File: config.mk
export PLATFORM = sky130hd
export DESIGN_NAME = branch_predict_ctrl_flat
export DESIGN_NICKNAME = d
export VERILOG_FILES = /design/src/rtl/branch_predict_ctrl_if.sv /design/src/rtl/branch_predict_ctrl.sv /design/src/flat_wrapper.sv
export SDC_FILE = /design/constraint.sdc
export NUM_CORES = 1
export LEC_CHECK = 0
export ABC_AREA = 1
export CORE_MARGIN = 5
export CORE_UTILIZATION = 44
export CTS_CLUSTER_DIAMETER = 120
export DETAILED_ROUTE_END_ITERATION = 8
export GPL_ROUTABILITY_DRIVEN = 1
export GPL_TIMING_DRIVEN = 0
export PLACE_DENSITY_LB_ADDON = 0.25
export SYNTH_ARGS = -nofsm -noshare
export SYNTH_HDL_FRONTEND = slang
export SYNTH_SLANG_ARGS = --single-unit
export TNS_END_PERCENT = 10
File: constraint.sdc
create_clock -name clk -period 2.8 [get_ports clk]
set_input_delay 0.56 -clock clk [delete_from_list [all_inputs] [get_ports clk]]
set_output_delay 0.56 -clock clk [all_outputs]
set_load 0.1 [all_outputs]
File: src/rtl/branch_predict_ctrl_if.sv
// branch_predict_ctrl_if: ID prediction, EX resolution, redirect and statistics bundle
interface branch_predict_ctrl_if;
   logic        id_valid;
   logic        id_is_branch;
   logic [31:0] id_pc;
   logic [31:0] id_target;
   logic        pred_taken;
   logic [31:0] pred_target;
   logic        ex_valid;
   logic        ex_is_branch;
   logic        ex_is_jump;
   logic [31:0] ex_pc;
   logic [31:0] ex_target;
   logic        ex_branch_taken;
   logic        ex_pred_taken;
   logic [31:0] ex_pred_target;
   logic        flush_if_id;
   logic        flush_id_ex;
   logic        redirect_valid;
   logic [31:0] redirect_pc;
   logic        pc_ready;
   logic [31:0] branch_count;
   logic [31:0] mispredict_count;
   modport master (
      output id_valid, id_is_branch, id_pc, id_target,
      output ex_valid, ex_is_branch, ex_is_jump, ex_pc, ex_target,
      output ex_branch_taken, ex_pred_taken, ex_pred_target, pc_ready,
      input  pred_taken, pred_target, flush_if_id, flush_id_ex,
      input  redirect_valid, redirect_pc, branch_count, mispredict_count
   );
   modport slave (
      input  id_valid, id_is_branch, id_pc, id_target,
      input  ex_valid, ex_is_branch, ex_is_jump, ex_pc, ex_target,
      input  ex_branch_taken, ex_pred_taken, ex_pred_target, pc_ready,
      output pred_taken, pred_target, flush_if_id, flush_id_ex,
      output redirect_valid, redirect_pc, branch_count, mispredict_count
   );
endinterface

File: src/rtl/branch_predict_ctrl.sv
// branch_predict_ctrl: 2-bit BHT prediction in ID, resolution and redirect in EX, statistics
module branch_predict_ctrl #(
   parameter int BHT_ENTRIES = 16,
   parameter int IDX_W       = 4
) (
   input logic clk,
   input logic reset_n,
   branch_predict_ctrl_if.slave bus
);
   typedef enum logic {IDLE, HOLD} state_t;
   state_t           state, state_next;
   logic [1:0]       bht [BHT_ENTRIES];
   logic [31:0]      held_pc, correct_pc, bc, mc;
   logic             resolve, actual, mispredict, redirect_now, redirect;
   logic [IDX_W-1:0] id_idx, ex_idx;
   assign id_idx = bus.id_pc[IDX_W+1:2];
   assign ex_idx = bus.ex_pc[IDX_W+1:2];
   assign bus.branch_count     = bc;
   assign bus.mispredict_count = mc;
   // decode the EX resolution; wrong-path resolutions during HOLD are ignored
   always_comb begin
      resolve      = reset_n && state == IDLE && bus.ex_valid && (bus.ex_is_branch || bus.ex_is_jump);
      actual       = bus.ex_is_jump || bus.ex_branch_taken;
      mispredict   = (actual != bus.ex_pred_taken) ||
                     (actual && bus.ex_pred_taken && bus.ex_target != bus.ex_pred_target);
      correct_pc   = actual ? bus.ex_target : bus.ex_pc + 32'd4;
      redirect_now = resolve && mispredict;
   end
   // redirect FSM next state and outputs; flush overrides the ID prediction
   always_comb begin
      state_next          = state == HOLD ? (bus.pc_ready ? IDLE : HOLD)
                                          : (redirect_now && !bus.pc_ready ? HOLD : IDLE);
      redirect            = state == HOLD || redirect_now;
      bus.redirect_valid  = redirect;
      bus.redirect_pc     = state == HOLD ? held_pc : (redirect_now ? correct_pc : '0);
      bus.flush_if_id     = redirect;
      bus.flush_id_ex     = redirect;
      bus.pred_taken      = bus.id_valid && bus.id_is_branch && bht[id_idx][1] && !redirect;
      bus.pred_target     = bus.pred_taken ? bus.id_target : bus.id_pc + 32'd4;
   end
   // FSM state and the redirect address held while the PC unit stalls
   always_ff @(posedge clk or negedge reset_n) begin
      if (!reset_n) begin
         state   <= IDLE;
         held_pc <= '0;
      end else begin
         state <= state_next;
         if (redirect_now && !bus.pc_ready) held_pc <= correct_pc;
      end
   end
   // saturating counter update, conditional branches only
   always_ff @(posedge clk or negedge reset_n) begin
      if (!reset_n) begin
         for (int i = 0; i < BHT_ENTRIES; i++) bht[i] <= 2'b01;
      end else if (resolve && bus.ex_is_branch) begin
         bht[ex_idx] <= bus.ex_branch_taken ? (bht[ex_idx] == 2'b11 ? 2'b11 : bht[ex_idx] + 2'd1)
                                            : (bht[ex_idx] == 2'b00 ? 2'b00 : bht[ex_idx] - 2'd1);
      end
   end
   // saturating branch and mispredict statistics
   always_ff @(posedge clk or negedge reset_n) begin
      if (!reset_n) begin
         bc <= '0;
         mc <= '0;
      end else if (resolve) begin
         bc <= &bc ? bc : bc + 32'd1;
         if (mispredict) mc <= &mc ? mc : mc + 32'd1;
      end
   end
endmodule

File: src/flat_wrapper.sv
// flat-port wrapper written by rule: the top's interface ports become plain ports
module branch_predict_ctrl_flat 
#(
   parameter int BHT_ENTRIES = 16,
   parameter int IDX_W       = 4
)
  (clk, reset_n, bus_id_valid, bus_id_is_branch, bus_id_pc, bus_id_target, bus_ex_valid, bus_ex_is_branch, bus_ex_is_jump, bus_ex_pc, bus_ex_target, bus_ex_branch_taken, bus_ex_pred_taken, bus_ex_pred_target, bus_pc_ready, bus_pred_taken, bus_pred_target, bus_flush_if_id, bus_flush_id_ex, bus_redirect_valid, bus_redirect_pc, bus_branch_count, bus_mispredict_count);
  branch_predict_ctrl_if bus_i ();
  input logic clk;
  input logic reset_n;
  input wire logic [$bits(bus_i.id_valid)-1:0] bus_id_valid;
  input wire logic [$bits(bus_i.id_is_branch)-1:0] bus_id_is_branch;
  input wire logic [$bits(bus_i.id_pc)-1:0] bus_id_pc;
  input wire logic [$bits(bus_i.id_target)-1:0] bus_id_target;
  input wire logic [$bits(bus_i.ex_valid)-1:0] bus_ex_valid;
  input wire logic [$bits(bus_i.ex_is_branch)-1:0] bus_ex_is_branch;
  input wire logic [$bits(bus_i.ex_is_jump)-1:0] bus_ex_is_jump;
  input wire logic [$bits(bus_i.ex_pc)-1:0] bus_ex_pc;
  input wire logic [$bits(bus_i.ex_target)-1:0] bus_ex_target;
  input wire logic [$bits(bus_i.ex_branch_taken)-1:0] bus_ex_branch_taken;
  input wire logic [$bits(bus_i.ex_pred_taken)-1:0] bus_ex_pred_taken;
  input wire logic [$bits(bus_i.ex_pred_target)-1:0] bus_ex_pred_target;
  input wire logic [$bits(bus_i.pc_ready)-1:0] bus_pc_ready;
  output wire logic [$bits(bus_i.pred_taken)-1:0] bus_pred_taken;
  output wire logic [$bits(bus_i.pred_target)-1:0] bus_pred_target;
  output wire logic [$bits(bus_i.flush_if_id)-1:0] bus_flush_if_id;
  output wire logic [$bits(bus_i.flush_id_ex)-1:0] bus_flush_id_ex;
  output wire logic [$bits(bus_i.redirect_valid)-1:0] bus_redirect_valid;
  output wire logic [$bits(bus_i.redirect_pc)-1:0] bus_redirect_pc;
  output wire logic [$bits(bus_i.branch_count)-1:0] bus_branch_count;
  output wire logic [$bits(bus_i.mispredict_count)-1:0] bus_mispredict_count;
  assign bus_i.id_valid = bus_id_valid;
  assign bus_i.id_is_branch = bus_id_is_branch;
  assign bus_i.id_pc = bus_id_pc;
  assign bus_i.id_target = bus_id_target;
  assign bus_i.ex_valid = bus_ex_valid;
  assign bus_i.ex_is_branch = bus_ex_is_branch;
  assign bus_i.ex_is_jump = bus_ex_is_jump;
  assign bus_i.ex_pc = bus_ex_pc;
  assign bus_i.ex_target = bus_ex_target;
  assign bus_i.ex_branch_taken = bus_ex_branch_taken;
  assign bus_i.ex_pred_taken = bus_ex_pred_taken;
  assign bus_i.ex_pred_target = bus_ex_pred_target;
  assign bus_i.pc_ready = bus_pc_ready;
  assign bus_pred_taken = bus_i.pred_taken;
  assign bus_pred_target = bus_i.pred_target;
  assign bus_flush_if_id = bus_i.flush_if_id;
  assign bus_flush_id_ex = bus_i.flush_id_ex;
  assign bus_redirect_valid = bus_i.redirect_valid;
  assign bus_redirect_pc = bus_i.redirect_pc;
  assign bus_branch_count = bus_i.branch_count;
  assign bus_mispredict_count = bus_i.mispredict_count;
  branch_predict_ctrl #(.BHT_ENTRIES(BHT_ENTRIES), .IDX_W(IDX_W)) u_core (.clk(clk), .reset_n(reset_n), .bus(bus_i));
endmodule
==> results of run 1 <==
==> power groups by stage <==
stage | registers (mW) | clock network, mW | logic, mW
CTS | 2.32 | 2.25 | 2.99
detailed placement | 2.35 | 0 | 2.70
floorplan | 2.76 | 0 | 1.42
global placement | 2.34 | 0 | 2.67
global route | 2.36 | 2.33 | 3.29
finish | 2.33 | 2.23 | 3.14
==> Yosys cell counts, types with 5 or more instances <==
cell type,number,area (um^2)
a21oi_1,23,115
buf_2,34,170
clkbuf_1,17,63.8
dfrtp_1,113,2830
dfstp_2,16,420
ha_1,8,100
inv_1,106,398
inv_2,5,18.8
nand2_1,578,2170
nand3_1,66,330
nand4_1,61,382
nor2_1,136,510
nor3_1,36,180
nor4_1,16,100
o21ai_0,93,465
o21ai_1,15,75.1
xnor2_1,64,561
xor2_1,62,543
==> metrics by stage <==
step,util [%],cell area (um^2)
after global placement,62.6,13700
after global routing,74.4,16300
final,74.4,16300
after detailed placement,62.8,13700
after CTS,71.8,15700
after floorplan,-,10400
==> state kept, by name (all words and copies together), names as in the netlist <==
name	flops
u_core.bht	32
u_core.bus.branch_count	32
u_core.bus.mispredict_count	32
u_core.held_pc	32
u_core.state	1
==> cell families after synthesis <==
kind of cell	synth area share [%]
adder cells (fa/ha/maj)	1.02
flip-flops	33.0
buffers and inverters	7.23
multiplexers	0.305
AO/OA/AOI/OAI	7.15
XOR/XNOR	11.2
AND/OR/NAND/NOR	40.0
==> worst paths after layout <==
| path | from | endpoint | slack, ns | cells past startpoint |
|---|---|---|---|---|
| max | bus_id_pc[14] | bus_pred_target[27] | -0.30 | 10 |
| min | reset_n | u_core.bus.branch_count[2] | 0.08 | 2 |
| max reg2reg | u_core.state | u_core.held_pc[26] | 0.47 | 7 |
| min reg2reg | u_core.held_pc[11] | u_core.held_pc[11] | 0.48 | 2 |
| max in group asynchronous | reset_n | u_core.bht[23] | 2.31 | 2 |
| min in group clk | u_core.held_pc[11] | u_core.held_pc[11] | 0.48 | 2 |
==> routing by layer <==
| layer | up-vias | GRT usage (%) | share of wire (%) |
|---|---|---|---|
| met2 | 662 | 52.7 | 49 |
| met4 | 0 | 10.4 | 4.9 |
| met3 | 146 | 6.21 | 7.9 |
| li1 | 5613 | - | - |
| met1 | 5691 | 38.4 | 39 |
| met5 | - | 0 | 0 |
==> critical path: stages <==
cell and delay, ns:
clkdlybuf4s50_1 0.57, nand2_2 0.11, nor2_2 0.16, inv_1 0.10, nor3_1 0.27, nand4_1 0.18, xor2_1 0.21, nand2_2 0.10
nand2_4 0.09, buf_12 0.18
==> final cells by class <==
type / instances / area share, %
Antenna cell: 1 / 0.0154
Buffer: 56 / 2.79
Clock buffer: 17 / 2.61
Clock inverter: 15 / 1.01
Inverter: 113 / 2.69
Multi-Input combinational cell: 1194 / 42.9
Sequential cell: 129 / 19.9
Tap cell: 280 / 2.15
Timing Repair Buffer: 380 / 25.9
==> timing repair <==
item	CTS	global route
pin swaps	99	56
gates cloned	6	2
gates resized for setup	1042	148
hold endpoints to repair	33	0
setup buffers	57	13
endpoints found under the setup margin	68	68
hold buffers	1	0
==> impl_results.md, run 1 <==
* Status: finished, violations left
* Failing checks: setup timing
* Synth Register Bits at 129
* Detail Route Antenna Nets at 0
* Max-cap violations at 0
* Worst IR drop on VDD at 774 uV
* CP Capture Type: primary output
* P_leak at 7.66 nW
* Slew of the pin with the lowest slew margin at 1.02 ns
* Pre-CTS setup slack at -1.97 ns
* DR DRC count at 0
* Io pins at 302
* Clock sinks at roughly 130
* Mapped Nets at 1671
* Register area at 3250 um^2
* P_int at 4.48 mW
* Setup ws final at -0.299 ns
* Post-Place Cells at around 2100
* Net Sw Frac at 41.8%
* Clock Path Buffers at 2
* Cts bufs inserted at 17
* Main synth FF type: dfrtp_1
* Final Skew at 0.0118 ns
* Switching power at 3.22 mW
* Crit path DAT at 2.54 ns
* Async set-or-reset flop fraction in the synthesized netlist at 100%
* Vias in the first global route at roughly 12000
* Detailed Place HPWL at 29600 um
* Setup crit start kind: input port
* Clk_lat worst skew at 0.43 ns
* Area Growth Syn to Fin at 65.7%
* Pre-antenna DRT Iters at 8
* Sequential cell area fraction in the yosys report at 33.0%
* Most common cell after layout, fill and taps aside: nand2_1
* Vias at roughly 12000
* WL final at ~43000 um
* FP Rows at 54
* Drt wl/cell at 19.6 um
* Footprint of the multi-input gates at ~7000 um^2
* CTS Root Cell: clkbuf_16
* F_max at 323 MHz
* Tightest Hold Check Type: in -> async
* Pin count of the biggest net entering global routing at slightly below 50
* Routability cong. at about 1.0
* Via/cell ratio at 5.54
* Share of cells above drive strength 1 at 28.8%
* Die X at 159 um
* WS Path Type: in -> out
* Total core area at 21900 um^2
* CP max FO at 4
* Initial DRC count at 971
* Fill cells at 1626
* Power after layout at 7.69 mW
* Time the worst path needs with I/O delays and setup at ~3.1 ns
* Total GRT Usage at 30.6%
* Slew HR at 31.6%
* Post-synth EDFFs at 0
* Unrepaired setup endpoints after global routing: true
* YS warnings at 0
* Overflow after GRT at 0
* Die Footprint at 25400 um^2
* Post-Syn Instances at about 1500
* Power Dens Cells at 472 nW/um^2
* Buffers on Ports at 300
* Pins over their slew limit at 0
* First-pass GRT wire length at ~64000 um
* Final hold slack at 0.0813 ns
* Synth cell types at 43
* Seq pwr share at 30.2%
* Worst EP required at 2.24 ns
* Combinational share of power at 40.8%
* CTS tree: done
* Endpoints failing setup at 63
* Clk pwr share at between 20% and 30%
* Die extent in y at 159 um
* Setup tns final at -6.29 ns
* Commonest cells after routing, fill and taps aside: nand2_1, clkdlybuf4s50_1, nor2_1
* Final non-filler cell total at 2185
* Clock-pin slew on the worst setup and hold paths at 0.07 ns
* Initial antenna violation count at 1
* Avg Synthesized Cell Area at between 6 and 7 um^2
* Count of final hold-check violations at 0
* Final Cycle Share at 111%
* Area of the mapped netlist at around 9800 um^2
* H-tree Lvls at 4
* Nets at 2069
* Initial Util at between 40 and 50%
No activity file was read; power rests on OpenSTA's default activity.
==> inputs of run 2 (changes only) <==
- CELL_PAD_IN_SITES_DETAIL_PLACEMENT: unset -> 1
- CELL_PAD_IN_SITES_GLOBAL_PLACEMENT: unset -> 2
- CORE_UTILIZATION: 44 -> 23
- SETUP_SLACK_MARGIN: unset -> 0.5
==> impl_results.md, run 2 (same netlist as run 1, synthesis figures left out) <==
* Critical Path Start: bus_ex_target[3]
* Area Growth Syn to Fin at 76.3%
* F_max at 324 MHz (+0.53%)
* Count of final hold-check violations at 0 (unchanged)
* Unrepaired setup endpoints after global routing: true
* Setup ws final at -0.283 ns (+0.0163 ns)
* Vias at 11435 (-5.6%)
* R2r startpoint: u_core.state
* Cts bufs inserted at 17 (unchanged)
* Io pins at 302 (unchanged)
* Final Skew at 0.00792 ns (-0.00391 ns)
* Pins over their slew limit at 0 (unchanged)
* Total GRT Usage at 19.4% (-11 points)
* Worst EP required at 2.24 ns (about the same)
* Crit path DAT at 2.52 ns (-0.02 ns)
* Nets at 2052 (-0.82%)
* Share of cells above drive strength 1 at 33.4% (+4.6 points)
* Routability cong. at 0.840 (-16%)
* Critical path's slowest cell: nor2_4
* Most common cell after layout, fill and taps aside: nand2_1
* Setup crit start kind: input port
* Initial Util at 23.3% (-22 points)
* Vias in the first global route at 12484 (+7.2%)
* Clk_lat worst skew at 0.43 ns (about the same)
* Highest cell delay on the worst timing path at 0.16 ns (-0.41 ns)
* Die X at 217 um (+36%)
* Detailed Place HPWL at 35500 um (+20%)
* Clock-pin slew on the worst setup and hold paths at 0.06 ns (about the same)
* Commonest cells after routing, fill and taps aside: nand2_1, dfrtp_1, nor2_1
* Power Dens Cells at 463 nW/um^2 (-1.9%)
* Critical path buffers and inverters at 6 (+3)
* Pre-CTS setup slack at -2.13 ns (-0.161 ns)
* Status: finished, violations left
* Initial antenna violation count at 3 (+2)
* Clock sinks at 129 (unchanged)
* CTS Root Cell: clkbuf_16
* Final hold slack at 0.0847 ns (+0.00337 ns)
* DR DRC count at 0 (unchanged)
* Overflow after GRT at 0 (unchanged)
* Pre-antenna DRT Iters at 5 (-3)
* Failing checks: setup timing
* First-pass GRT wire length at 72000 um (+13%)
* Buffers on Ports at 300 (unchanged)
* Max-cap violations at 0 (unchanged)
* CTS tree: done
* Via/cell ratio at 4.71 (-15%)
* Detail Route Antenna Nets at 0 (unchanged)
* Clock Path Buffers at 2 (unchanged)
* Tightest Hold Check Type: in -> async
* H-tree Lvls at 4 (unchanged)
* P_leak at 8.49 nW (+11%)
* CP Capture Type: primary output
* Cell chain of the critical path: buf_2 -> xnor2_1 -> nand2_1 -> nor2_4 -> nand2_2 -> nor2_4 -> nand2_2 -> nand2_2 -> nand2_4 -> nand2_4 -> buf_12 -> buf_12 -> nand3_4 -> buf_12 -> clkbuf_16 -> nand2_4 -> nand2_4 -> buf_12
* Critical path's top delay family: simple AND/OR/NAND/NOR gates
* WS Path Type: in -> out
* Endpoints failing setup at 67 (+6.3%)
* Pin count of the biggest net entering global routing at 34 (-31%)
* Drt wl/cell at 19.2 um (-1.9%)
* FP Rows at 75 (+39%)
* Die Footprint at 47000 um^2 (+85%)
* Die extent in y at 217 um (+36%)
* WL final at 46700 um (+9.0%)
* Final Cycle Share at 110% (-0.58 points)
* CP max FO at 5 (+1)
* Slew HR at 31.5% (-0.099 points)
* Initial DRC count at 366 (-62%)
* Time the worst path needs with I/O delays and setup at 3.08 ns (-0.0163 ns)
* Slew of the pin with the lowest slew margin at 1.03 ns (+0.00300 ns)
* Worst IR drop on VDD at 752 uV (-2.8%)
* Total core area at 42100 um^2 (+92%)
[run 2: what timing repair did]
action / in CTS / in global routing
cloned: 7 / 1
endpoints found under the setup margin: 255 / 214
hold buffers: 1 / 0
setup buffers: 39 / 13
resized for setup: 1067 / 355
pin swaps: 68 / 102
endpoints found under the hold margin: 31 / 0
[run 2: routing by layer]
metal	vias up	part of all wire (%)	global-route usage (%)
met3	32	4.8	3.99
li1	5583	-	-
met1	5567	44	25.0
met4	4	1.1	3.16
met5	-	0.030	0
met2	249	50	34.4
[run 2: final cells by class]
class,count,area [um^2]
Multi-Input combinational cell,1194,7480
Antenna cell,1,2.50
Tap cell,539,674
Buffer,57,552
Clock inverter,15,206
Sequential cell,129,3260
Inverter,113,445
Clock buffer,17,425
Fill cell,4990,24800
Timing Repair Buffer,362,4290
[run 2: final timing paths]
kind	end	slack (ns)	cells past startpoint
worst max-delay path	bus_pred_target[15]	-0.28	18
worst min-delay path	u_core.bus.mispredict_count[6]	0.08	2
worst max register to register	u_core.bht[12]	0.49	12
worst min register to register	u_core.held_pc[6]	0.48	2
max in group asynchronous	u_core.held_pc[4]	2.38	2
min in group clk	u_core.held_pc[31]	0.48	3
[run 2: report_power, final]
part	leakage, nW	internal, mW	switching (mW)
sequential	1.65	2.14	0.207
combinational	6.53	1.13	2.09
clock	0.304	1.50	0.948
total	8.49	4.78	3.25
[run 2: metrics by stage]
stage	util (%)	instance area (um^2)	cells	total power [mW]	setup TNS, ns
CTS	38.8	16300	2412	7.92	-19.29
global route	41.1	17300	2426	8.40	-17.13
finish	41.1	17300	2427	8.02	-11.15
global placement	33.8	14200	2332	5.09	-1741.96
floorplan	-	10600	1493	4.21	0
detailed placement	33.9	14300	2333	5.13	-164.20
==> inputs of run 3 (changes only) <==
- CORE_UTILIZATION: 23 -> 31
- DONT_BUFFER_PORTS: unset -> 1
==> impl_results.md, run 3 (same netlist as run 1, synthesis figures left out) <==
* WS Path Type: in -> out
* Clock Path Buffers at 2 (unchanged)
* Commonest cells after routing, fill and taps aside: nand2_1, nor2_1, inv_1
* Final Instance Area at 13700 um^2 (-21%)
* Count of final hold-check violations at 113 (+113)
* Reg-to-reg critical path endpoint: u_core.bus.mispredict_count[31]
* Setup tns final at -0.610 ns (+10.53 ns)
* CTS Root Cell: clkbuf_16
* Power Dens Cells at 531 nW/um^2 (+15%)
* Critical path buffers and inverters at 5 (-1)
* Footprint of the multi-input gates at 7770 um^2 (+3.8%)
* Area Growth Syn to Fin at 39.0%
* Fill cells at 3781 (-24%)
* Clock-pin slew on the worst setup and hold paths at 0.07 ns (about the same)
* Pin count of the biggest net entering global routing at 131 (+290%)
* Time the worst path needs with I/O delays and setup at 2.84 ns (-0.240 ns)
* Via/cell ratio at 5.18 (+9.9%)
* M2 GR Usage at 39.2% (+4.8 points)
* Final Cycle Share at 102% (-8.6 points)
* Drt wl/cell at 20.6 um (+7.3%)
* Initial antenna violation count at 1 (-2)
* Share of cells above drive strength 1 at 28.4% (-5.0 points)
* P_leak at 5.83 nW (-31%)
* Worst EP required at 2.24 ns (about the same)
* WL final at 40400 um (-14%)
* Initial Util at 31.2% (+7.9 points)
* Io pins at 302 (unchanged)
* Register area at 3410 um^2 (+4.7%)
* Cts bufs inserted at 17 (unchanged)
* Tightest Hold Check Type: in -> async
* Status: finished, violations left
* Met1 Use GR at 26.8% (+1.8 points)
* Worst IR drop on VDD at 575 uV (-24%)
* Clk_lat worst skew at 0.43 ns (about the same)
* R2R Setup Slk at 0.35 ns (-0.14 ns)
* Detail Route Antenna Nets at 0 (unchanged)
* Detailed Place HPWL at 31000 um (-13%)
* Endpoints failing setup at 36 (-46%)
* Vias at 10131 (-11%)
* Cell chain of the critical path: nor2_4 -> clkinv_4 -> clkbuf_16 -> ha_4 -> inv_2 -> nand2_4 -> nand2_8 -> buf_16 -> buf_12 -> o21ai_4
* Critical path's top delay family: compound AO/OA/AOI/OAI gates
* Unrepaired setup endpoints after global routing: true
* First-pass GRT wire length at 63600 um (-12%)
* Total GRT Usage at 22.5% (+3.1 points)
* CP Capture Type: primary output
* Max-cap violations at 0 (unchanged)
* F_max at 352 MHz (+8.4%)
* Final hold slack at -0.181 ns (-0.266 ns)
* Nets at 1718 (-16%)
* Setup ws final at -0.0434 ns (+0.240 ns)
* Failing checks: hold timing, setup timing
* DR DRC count at 0 (unchanged)
* Final Skew at 0.00871 ns (+0.000790 ns)
* H-tree Lvls at 4 (unchanged)
* Pre-antenna DRT Iters at 4 (-1)
* Vias in the first global route at 10925 (-12%)
* Critical path's slowest cell: o21ai_4
* Power after layout at 7.26 mW (-9.6%)
* Die X at 188 um (-13%)
* Setup crit start kind: input port
* Initial DRC count at 376 (+2.7%)
* R2r startpoint: u_core.bus.mispredict_count[0]
* Die extent in y at 188 um (-13%)
* Pins over their slew limit at 0 (unchanged)
* Clock sinks at 129 (unchanged)
* Highest cell delay on the worst timing path at 0.60 ns (+0.44 ns)
* Placed Area at 11100 um^2 (-22%)
* Most common cell after layout, fill and taps aside: nand2_1
* Length in cells of the worst reg-to-reg path at 10 (-2)
* Die Footprint at 35400 um^2 (-25%)
* Slew HR at 30.1% (-1.3 points)
* Met3 usage at 6.96% (+3.0 points)
* CP max FO at 5 (unchanged)
* Crit path DAT at 2.28 ns (-0.24 ns)
* Global routing's busiest layer: met2
* Routability cong. at 0.890 (+6.0%)
* FP Rows at 65 (-13%)
* Total core area at 31500 um^2 (-25%)
* Slew of the pin with the lowest slew margin at 1.05 ns (+0.0219 ns)
* CTS tree: done
* Overflow after GRT at 0 (unchanged)
* Buffers on Ports at 0 (-100%)
[run 3: worst max path at each step]
stage / from / endpoint / cells past startpoint
after floorplan: bus_ex_branch_taken / bus_redirect_pc[14] / 10
after global placement: bus_ex_branch_taken / bus_redirect_pc[30] / 5
after detailed placement: bus_ex_branch_taken / bus_redirect_pc[2] / 5
after CTS: bus_ex_pred_target[3] / bus_pred_target[19] / 13
after global routing: bus_ex_target[16] / bus_pred_taken / 13
final: bus_ex_is_jump / bus_redirect_pc[2] / 10
[run 3: metal layers]
layer / part of all wire (%) / wire [um]
met1: 40 / 16300
met2: 50 / 20000
met3: 7.5 / 3040
met4: 2.3 / 947
met5: 0 / 0
[run 3: power breakdown]
part	internal (mW)	total (mW)	switching, mW
clock network	1.36	2.38	1.02
logic	0.602	2.02	1.42
registers	2.17	2.86	0.683
[run 3: layout make-up]
cell class	instances	share of cell area (%)
Antenna cell	1	0.0183
Buffer	57	4.18
Clock buffer	17	3.11
Clock inverter	15	1.41
Inverter	113	3.30
Multi-Input combinational cell	1194	56.8
Sequential cell	129	25.0
Tap cell	402	3.68
Timing Repair Buffer	28	2.50
[run 3: per-stage QoR]
stage	hold WS, ns	utilization (%)	worst slack (ns)	cells
2_1_floorplan	0.264	-	0.0399	1493
3_3_place_gp	0.268	35.1	-0.574	1895
3_5_place_dp	0.268	35.1	-0.615	1895
4_1_cts	-0.206	42.0	-0.0640	1953
5_1_grt	-0.219	43.4	-0.168	1956
6_report	-0.181	43.4	-0.0434	1956
[run 3: repair_timing]
action,in CTS,in global routing
setup endpoints to repair,174,130
buffers inserted,20,1
gates cloned,6,1
pin swaps,94,95
hold endpoints to repair,129,113
resized for setup,321,116
